==> config.mk <==
export PLATFORM = sky130hd
export DESIGN_NAME = pipe_stage_fifo_flat
export DESIGN_NICKNAME = d
export VERILOG_FILES = /design/src/rtl/pipe_stage_fifo_if.sv /design/src/rtl/pipe_stage_fifo.sv /design/src/flat_wrapper.sv
export SDC_FILE = /design/constraint.sdc
export NUM_CORES = 1
export LEC_CHECK = 0
export ABC_AREA = 0
export CORE_MARGIN = 2
export CORE_UTILIZATION = 52
export CTS_CLUSTER_DIAMETER = 50
export CTS_CLUSTER_SIZE = 40
export DETAILED_ROUTE_END_ITERATION = 12
export PLACE_DENSITY = 0.95
export SYNTH_ARGS = -nofsm -noshare
export SYNTH_HDL_FRONTEND = slang
export SYNTH_SLANG_ARGS = --single-unit
==> constraint.sdc <==
create_clock -name clk -period 26.7 [get_ports clk]
set_input_delay 5.34 -clock clk [delete_from_list [all_inputs] [get_ports clk]]
set_output_delay 5.34 -clock clk [all_outputs]
set_load 0.005 [all_outputs]
==> src/rtl/pipe_stage_fifo_if.sv <==
// Handshake and status bundle between a pipe_stage_fifo and its neighbouring stages.
// The FIFO sits on the slave modport; the upstream/downstream logic drives the master side.
interface pipe_stage_fifo_if #(
  parameter int PAYLOAD_W = 138,
  parameter int DEPTH     = 2,
  parameter int CNT_W     = 32
);
  logic                         in_valid;
  logic                         in_bubble;
  logic [PAYLOAD_W-1:0]         in_data;
  logic                         in_ready;
  logic                         out_valid;
  logic                         out_ready;
  logic [PAYLOAD_W-1:0]         out_data;
  logic [$clog2(DEPTH+1)-1:0]   count;
  logic [CNT_W-1:0]             perf_stall;
  logic [CNT_W-1:0]             perf_flush;

  modport master (
    output in_valid, in_bubble, in_data, out_ready,
    input  in_ready, out_valid, out_data, count, perf_stall, perf_flush
  );

  modport slave (
    input  in_valid, in_bubble, in_data, out_ready,
    output in_ready, out_valid, out_data, count, perf_stall, perf_flush
  );
endinterface

==> src/rtl/pipe_stage_fifo.sv <==
// DEPTH-entry inter-stage pipeline buffer with flush, bubble insert and global freeze (rdy).
// Optional stall/flush perf counters are built only when PIPE_STAGE_PERF_EN is defined.
module pipe_stage_fifo #(
  parameter int                   PAYLOAD_W   = 138,
  parameter int                   DEPTH       = 2,
  parameter logic [PAYLOAD_W-1:0] NOP_PAYLOAD = '0,
  parameter int                   CNT_W       = 32
) (
  input  logic             clk,
  input  logic             rst_n,
  input  logic             rdy,
  input  logic             flush,
  pipe_stage_fifo_if.slave bus
);

  localparam int PTR_W = $clog2(DEPTH);
  localparam int CW    = $clog2(DEPTH+1);

  logic [PAYLOAD_W-1:0] mem_q [DEPTH];
  logic [PTR_W-1:0]     wr_ptr_q, wr_ptr_d;
  logic [PTR_W-1:0]     rd_ptr_q, rd_ptr_d;
  logic [CW-1:0]        count_q, count_d;
  logic                 full, empty, enq, deq;
  logic [PAYLOAD_W-1:0] wr_payload;

  assign full       = (count_q == CW'(DEPTH));
  assign empty      = (count_q == '0);
  assign enq        = rdy & bus.in_valid & ~full & ~flush;
  assign deq        = rdy & ~empty & bus.out_ready & ~flush;
  assign wr_payload = bus.in_bubble ? NOP_PAYLOAD : bus.in_data;

  always_comb begin
    wr_ptr_d = wr_ptr_q;
    rd_ptr_d = rd_ptr_q;
    count_d  = count_q;
    if (rdy && flush) begin
      wr_ptr_d = '0;
      rd_ptr_d = '0;
      count_d  = '0;
    end else begin
      if (enq) wr_ptr_d = wr_ptr_q + 1'b1;
      if (deq) rd_ptr_d = rd_ptr_q + 1'b1;
      if (enq && !deq)      count_d = count_q + 1'b1;
      else if (deq && !enq) count_d = count_q - 1'b1;
    end
  end

  always_ff @(posedge clk) begin
    if (!rst_n) begin
      wr_ptr_q <= '0;
      rd_ptr_q <= '0;
      count_q  <= '0;
    end else begin
      wr_ptr_q <= wr_ptr_d;
      rd_ptr_q <= rd_ptr_d;
      count_q  <= count_d;
    end
  end

  // Storage needs no reset: entries are only observable while counted as valid.
  always_ff @(posedge clk) begin
    if (enq) mem_q[wr_ptr_q] <= wr_payload;
  end

  assign bus.in_ready  = ~full;
  assign bus.out_valid = ~empty;
  assign bus.out_data  = empty ? NOP_PAYLOAD : mem_q[rd_ptr_q];
  assign bus.count     = count_q;

`ifdef PIPE_STAGE_PERF_EN
  logic [CNT_W-1:0] stall_q, stall_d;
  logic [CNT_W-1:0] flush_cnt_q, flush_cnt_d;

  // Both counters stop at all-ones rather than wrapping.
  always_comb begin
    stall_d     = stall_q;
    flush_cnt_d = flush_cnt_q;
    if (rdy) begin
      if (bus.in_valid && full && !flush && !(&stall_q)) stall_d = stall_q + 1'b1;
      if (flush && !empty && !(&flush_cnt_q))            flush_cnt_d = flush_cnt_q + 1'b1;
    end
  end

  always_ff @(posedge clk) begin
    if (!rst_n) begin
      stall_q     <= '0;
      flush_cnt_q <= '0;
    end else begin
      stall_q     <= stall_d;
      flush_cnt_q <= flush_cnt_d;
    end
  end

  assign bus.perf_stall = stall_q;
  assign bus.perf_flush = flush_cnt_q;
`else
  assign bus.perf_stall = '0;
  assign bus.perf_flush = '0;
`endif

endmodule

==> src/flat_wrapper.sv <==
// flat-port wrapper written by rule: the top's interface ports become plain ports
module pipe_stage_fifo_flat 
#(
  parameter int                   PAYLOAD_W   = 138,
  parameter int                   DEPTH       = 2,
  parameter logic [PAYLOAD_W-1:0] NOP_PAYLOAD = '0,
  parameter int                   CNT_W       = 32
)
  (clk, rst_n, rdy, flush, bus_in_valid, bus_in_bubble, bus_in_data, bus_out_ready, bus_in_ready, bus_out_valid, bus_out_data, bus_count, bus_perf_stall, bus_perf_flush);
  pipe_stage_fifo_if #(.PAYLOAD_W(PAYLOAD_W), .DEPTH(DEPTH), .CNT_W(CNT_W)) bus_i ();
  input  logic clk;
  input  logic rst_n;
  input  logic rdy;
  input  logic flush;
  input wire logic [$bits(bus_i.in_valid)-1:0] bus_in_valid;
  input wire logic [$bits(bus_i.in_bubble)-1:0] bus_in_bubble;
  input wire logic [$bits(bus_i.in_data)-1:0] bus_in_data;
  input wire logic [$bits(bus_i.out_ready)-1:0] bus_out_ready;
  output wire logic [$bits(bus_i.in_ready)-1:0] bus_in_ready;
  output wire logic [$bits(bus_i.out_valid)-1:0] bus_out_valid;
  output wire logic [$bits(bus_i.out_data)-1:0] bus_out_data;
  output wire logic [$bits(bus_i.count)-1:0] bus_count;
  output wire logic [$bits(bus_i.perf_stall)-1:0] bus_perf_stall;
  output wire logic [$bits(bus_i.perf_flush)-1:0] bus_perf_flush;
  assign bus_i.in_valid = bus_in_valid;
  assign bus_i.in_bubble = bus_in_bubble;
  assign bus_i.in_data = bus_in_data;
  assign bus_i.out_ready = bus_out_ready;
  assign bus_in_ready = bus_i.in_ready;
  assign bus_out_valid = bus_i.out_valid;
  assign bus_out_data = bus_i.out_data;
  assign bus_count = bus_i.count;
  assign bus_perf_stall = bus_i.perf_stall;
  assign bus_perf_flush = bus_i.perf_flush;
  pipe_stage_fifo #(.PAYLOAD_W(PAYLOAD_W), .DEPTH(DEPTH), .NOP_PAYLOAD(NOP_PAYLOAD), .CNT_W(CNT_W)) u_core (.clk(clk), .rst_n(rst_n), .rdy(rdy), .flush(flush), .bus(bus_i));
endmodule
==> metrics.txt <==
status complete, no violations; slowest stage delay, CP 0.84 ns; DRC 0; Post-DP HPWL 16,200 um; critical path's top delay family buffers and inverters; Yosys warning total 0; largest net degree at the start of global routing 78; met1 wire length 9630 um; CTS resizes 0; setup_tns 0 ns; Primary FF master, synth edfxtp_1; grt total ovfl 0; Slowest-stage cell, CP buf_4; via count 7,139; Routed Antenna Nets 0; final net count 1,254; number of cell rows 56; Yosys top cell by area edfxtp_1; crit end category output pin; Setup Buffers After CTS 0; Slew headroom 21.4%; clock latency on the worst-skew pair 0.54 ns; WL/cell 17.7 um; Total GRT Usage 19.8%; root buf cell clkbuf_16; worst slew pin tran 1.18 ns; DR top layer met4; Slew Limit Fails 0; deepest clock path buffer count 3; CP Launch Type flip-flop; first-pass GRT wire length 38,100 um; pwr/cell area 62.4 nW/um^2; first drt pass iteration count 5; WL final 25,700 um; mapped cell area 12,200 um^2; H-tree levels 1; Initial DRC Count 448; Worst Path Buf+Inv 2; Total Die Area 24,700 um^2; crit path kind reg2out; maxcap violations 0; # port buffers 286; final period utilization 30.7%; CP max FO 66; Die Y 157 um; top cell type's share of synthesized area 67.9%; Synth area leaders edfxtp_1 (68%), mux2i_1 (11%), nor2b_1 (7.2%); Final Hold Vio Count 0; setup violators final 0; CP arrival 2.85 ns; CTS tree done; die width 157 um; FF+latch count, synth 281; Num Clock Sinks 281; final hold slack 0.540 ns; vias in the first global route 7,314; CP cell instances buf_4 > mux2i_1 > nor2_1 > clkdlybuf4s50_1; Avg Inst Size Synth 14.7 um^2; peak supply drop 0.0459 mV; core area 23,300 um^2; initial antenna violation count 1; wire length on met2 13,400 um; most frequent cells after synthesis edfxtp_1 (276), nor2b_1 (140), mux2i_1 (139), nor2_1 (139), buf_4 (67); share of layout cells above drive strength 1 5.75%; EDFF count, synth 276; Max Clock Skew 0.0209 ns; starting density of the core 52.5%; unrepaired setup endpoints after global routing false; min Tclk post-route 8.19 ns; I/O pin cnt 351; Via density 4.92; Synth async-reset ratio 0%; area grow syn2layout 30.0%; total CTS buffers 28; GP Congestion 0.775; Seq/Total Area, Yosys 68.7%; Worst EP required 21.36 ns; hold buffer count at CTS 0; HP Class reg2reg; Leak 5.20 nW; FMAX 0.122 GHz; post-synth cell types 27; most frequent cell after synthesis edfxtp_1; cells after synthesis 831; wire length on met3 1800 um; Worst-path clk slew 0.08 ns
==> cells by family after synthesis <==
logic type      share of synthesized area, %
xor+xnor                               0.143
buf+inv                                 7.35
flops                                   68.7
other cells                           0.0307
compound gates                         0.317
simple gates                            12.0
mux                                     11.4
fa+ha+maj                              0.102
==> placed cells by master, fill, tap and decap left out <==
| cell | Yosys | routed |
|---|---|---|
| a21oi_1 | 1 | 1 |
| xor2_1 | 2 | 2 |
| inv_6 | 0 | 3 |
| or3_1 | 1 | 1 |
| inv_12 | 0 | 1 |
| o2111ai_1 | 1 | 1 |
| ha_1 | 1 | 1 |
| clkinv_2 | 0 | 1 |
| nor2_1 | 139 | 139 |
| edfxtp_1 | 276 | 276 |
| buf_4 | 67 | 9 |
| clkinvlp_4 | 0 | 3 |
| clkinv_1 | 0 | 2 |
| a21bo_2 | 1 | 1 |
| or2_1 | 1 | 1 |
| diode_2 | 0 | 1 |
| inv_1 | 1 | 1 |
| mux2i_1 | 139 | 139 |
| bufinv_16 | 0 | 1 |
| conb_1 | 1 | 64 |
| nor2b_4 | 0 | 1 |
| clkbuf_16 | 0 | 29 |
| nor2_4 | 0 | 1 |
| clkinv_8 | 0 | 3 |
| and2_4 | 0 | 1 |
| dfxtp_4 | 0 | 1 |
| o21ai_0 | 3 | 3 |
| nand3_1 | 2 | 2 |
| nand2b_1 | 2 | 2 |
| inv_8 | 0 | 6 |
| nor2b_1 | 140 | 139 |
| inv_16 | 0 | 1 |
| clkinv_4 | 0 | 2 |
| nand2_1 | 2 | 2 |
| dfxtp_1 | 5 | 4 |
| clkdlybuf4s50_1 | 0 | 285 |
| and3_4 | 1 | 1 |
==> registers in the layout, summed over array words and instances (netlist names), named ones only <==
register / flops
u_core.wr_ptr_q: 1
u_core.mem_q: 276
u_core.bus.count: 2
u_core.rd_ptr_q: 1
==> tightest hold or removal path: stages, from the launching register on <==
cell and delay (ns):
dfxtp_1 0.31, o2111ai_1 0.09, o21ai_0 0.09
==> path summary, 6_finish.rpt <==
| path | from | end | slack, ns | cells past startpoint |
|---|---|---|---|---|
| worst max-delay path | flip-flop | bus_out_data[104] | 18.51 | 4 |
| worst min-delay path | u_core.rd_ptr_q$_SDFFE_PP0P_ | u_core.rd_ptr_q$_SDFFE_PP0P_ | 0.54 | 2 |
| worst max register to register | u_core.bus.count[0]$_SDFFE_PP0P_ | u_core.mem_q[1][7]$_DFFE_PP_ | 23.66 | 4 |
| worst min register to register | u_core.rd_ptr_q$_SDFFE_PP0P_ | u_core.rd_ptr_q$_SDFFE_PP0P_ | 0.54 | 2 |
==> layout make-up <==
class / count / area, um^2
Tap cell: 319 / 399
Sequential cell: 281 / 8390
Clock inverter: 23 / 262
Fill cell: 1598 / 7380
Multi-Input combinational cell: 502 / 3180
Inverter: 1 / 3.75
Timing Repair Buffer: 294 / 2920
Clock buffer: 29 / 726
Antenna cell: 1 / 2.50
==> through the flow <==
| stage | power [mW] | setup slack (ns) | util (%) | instances | instance area (um^2) |
|---|---|---|---|---|---|
| 3_3_place_gp | 0.590 | 18.27 | 64.0 | 1397 | 14900 |
| 2_1_floorplan | 0.551 | 14.25 | - | 894 | 12500 |
| 4_1_cts | 1.00 | 18.44 | 68.3 | 1449 | 15900 |
| 6_report | 0.992 | 18.51 | 68.3 | 1450 | 15900 |
| 5_1_grt | 1.02 | 18.34 | 68.3 | 1450 | 15900 |
| 3_5_place_dp | 0.594 | 18.24 | 64.0 | 1397 | 14900 |
==> routing by layer <==
| metal | track usage, % | up-vias |
|---|---|---|
| met2 | 35.7 | 297 |
| met1 | 23.4 | 3432 |
| met5 | 0 | - |
| met3 | 4.16 | 55 |
| met4 | 7.23 | 0 |
| li1 | - | 3355 |
==> where the power goes <==
| group | internal (mW) | leakage [nW] | switching, mW |
|---|---|---|---|
| logic | 0.0487 | 2.14 | 0.0389 |
| registers | 0.494 | 2.59 | 0.00251 |
| clock network | 0.221 | 0.475 | 0.187 |
| total | 0.763 | 5.20 | 0.229 |
Power figures use the tool's default switching activity.
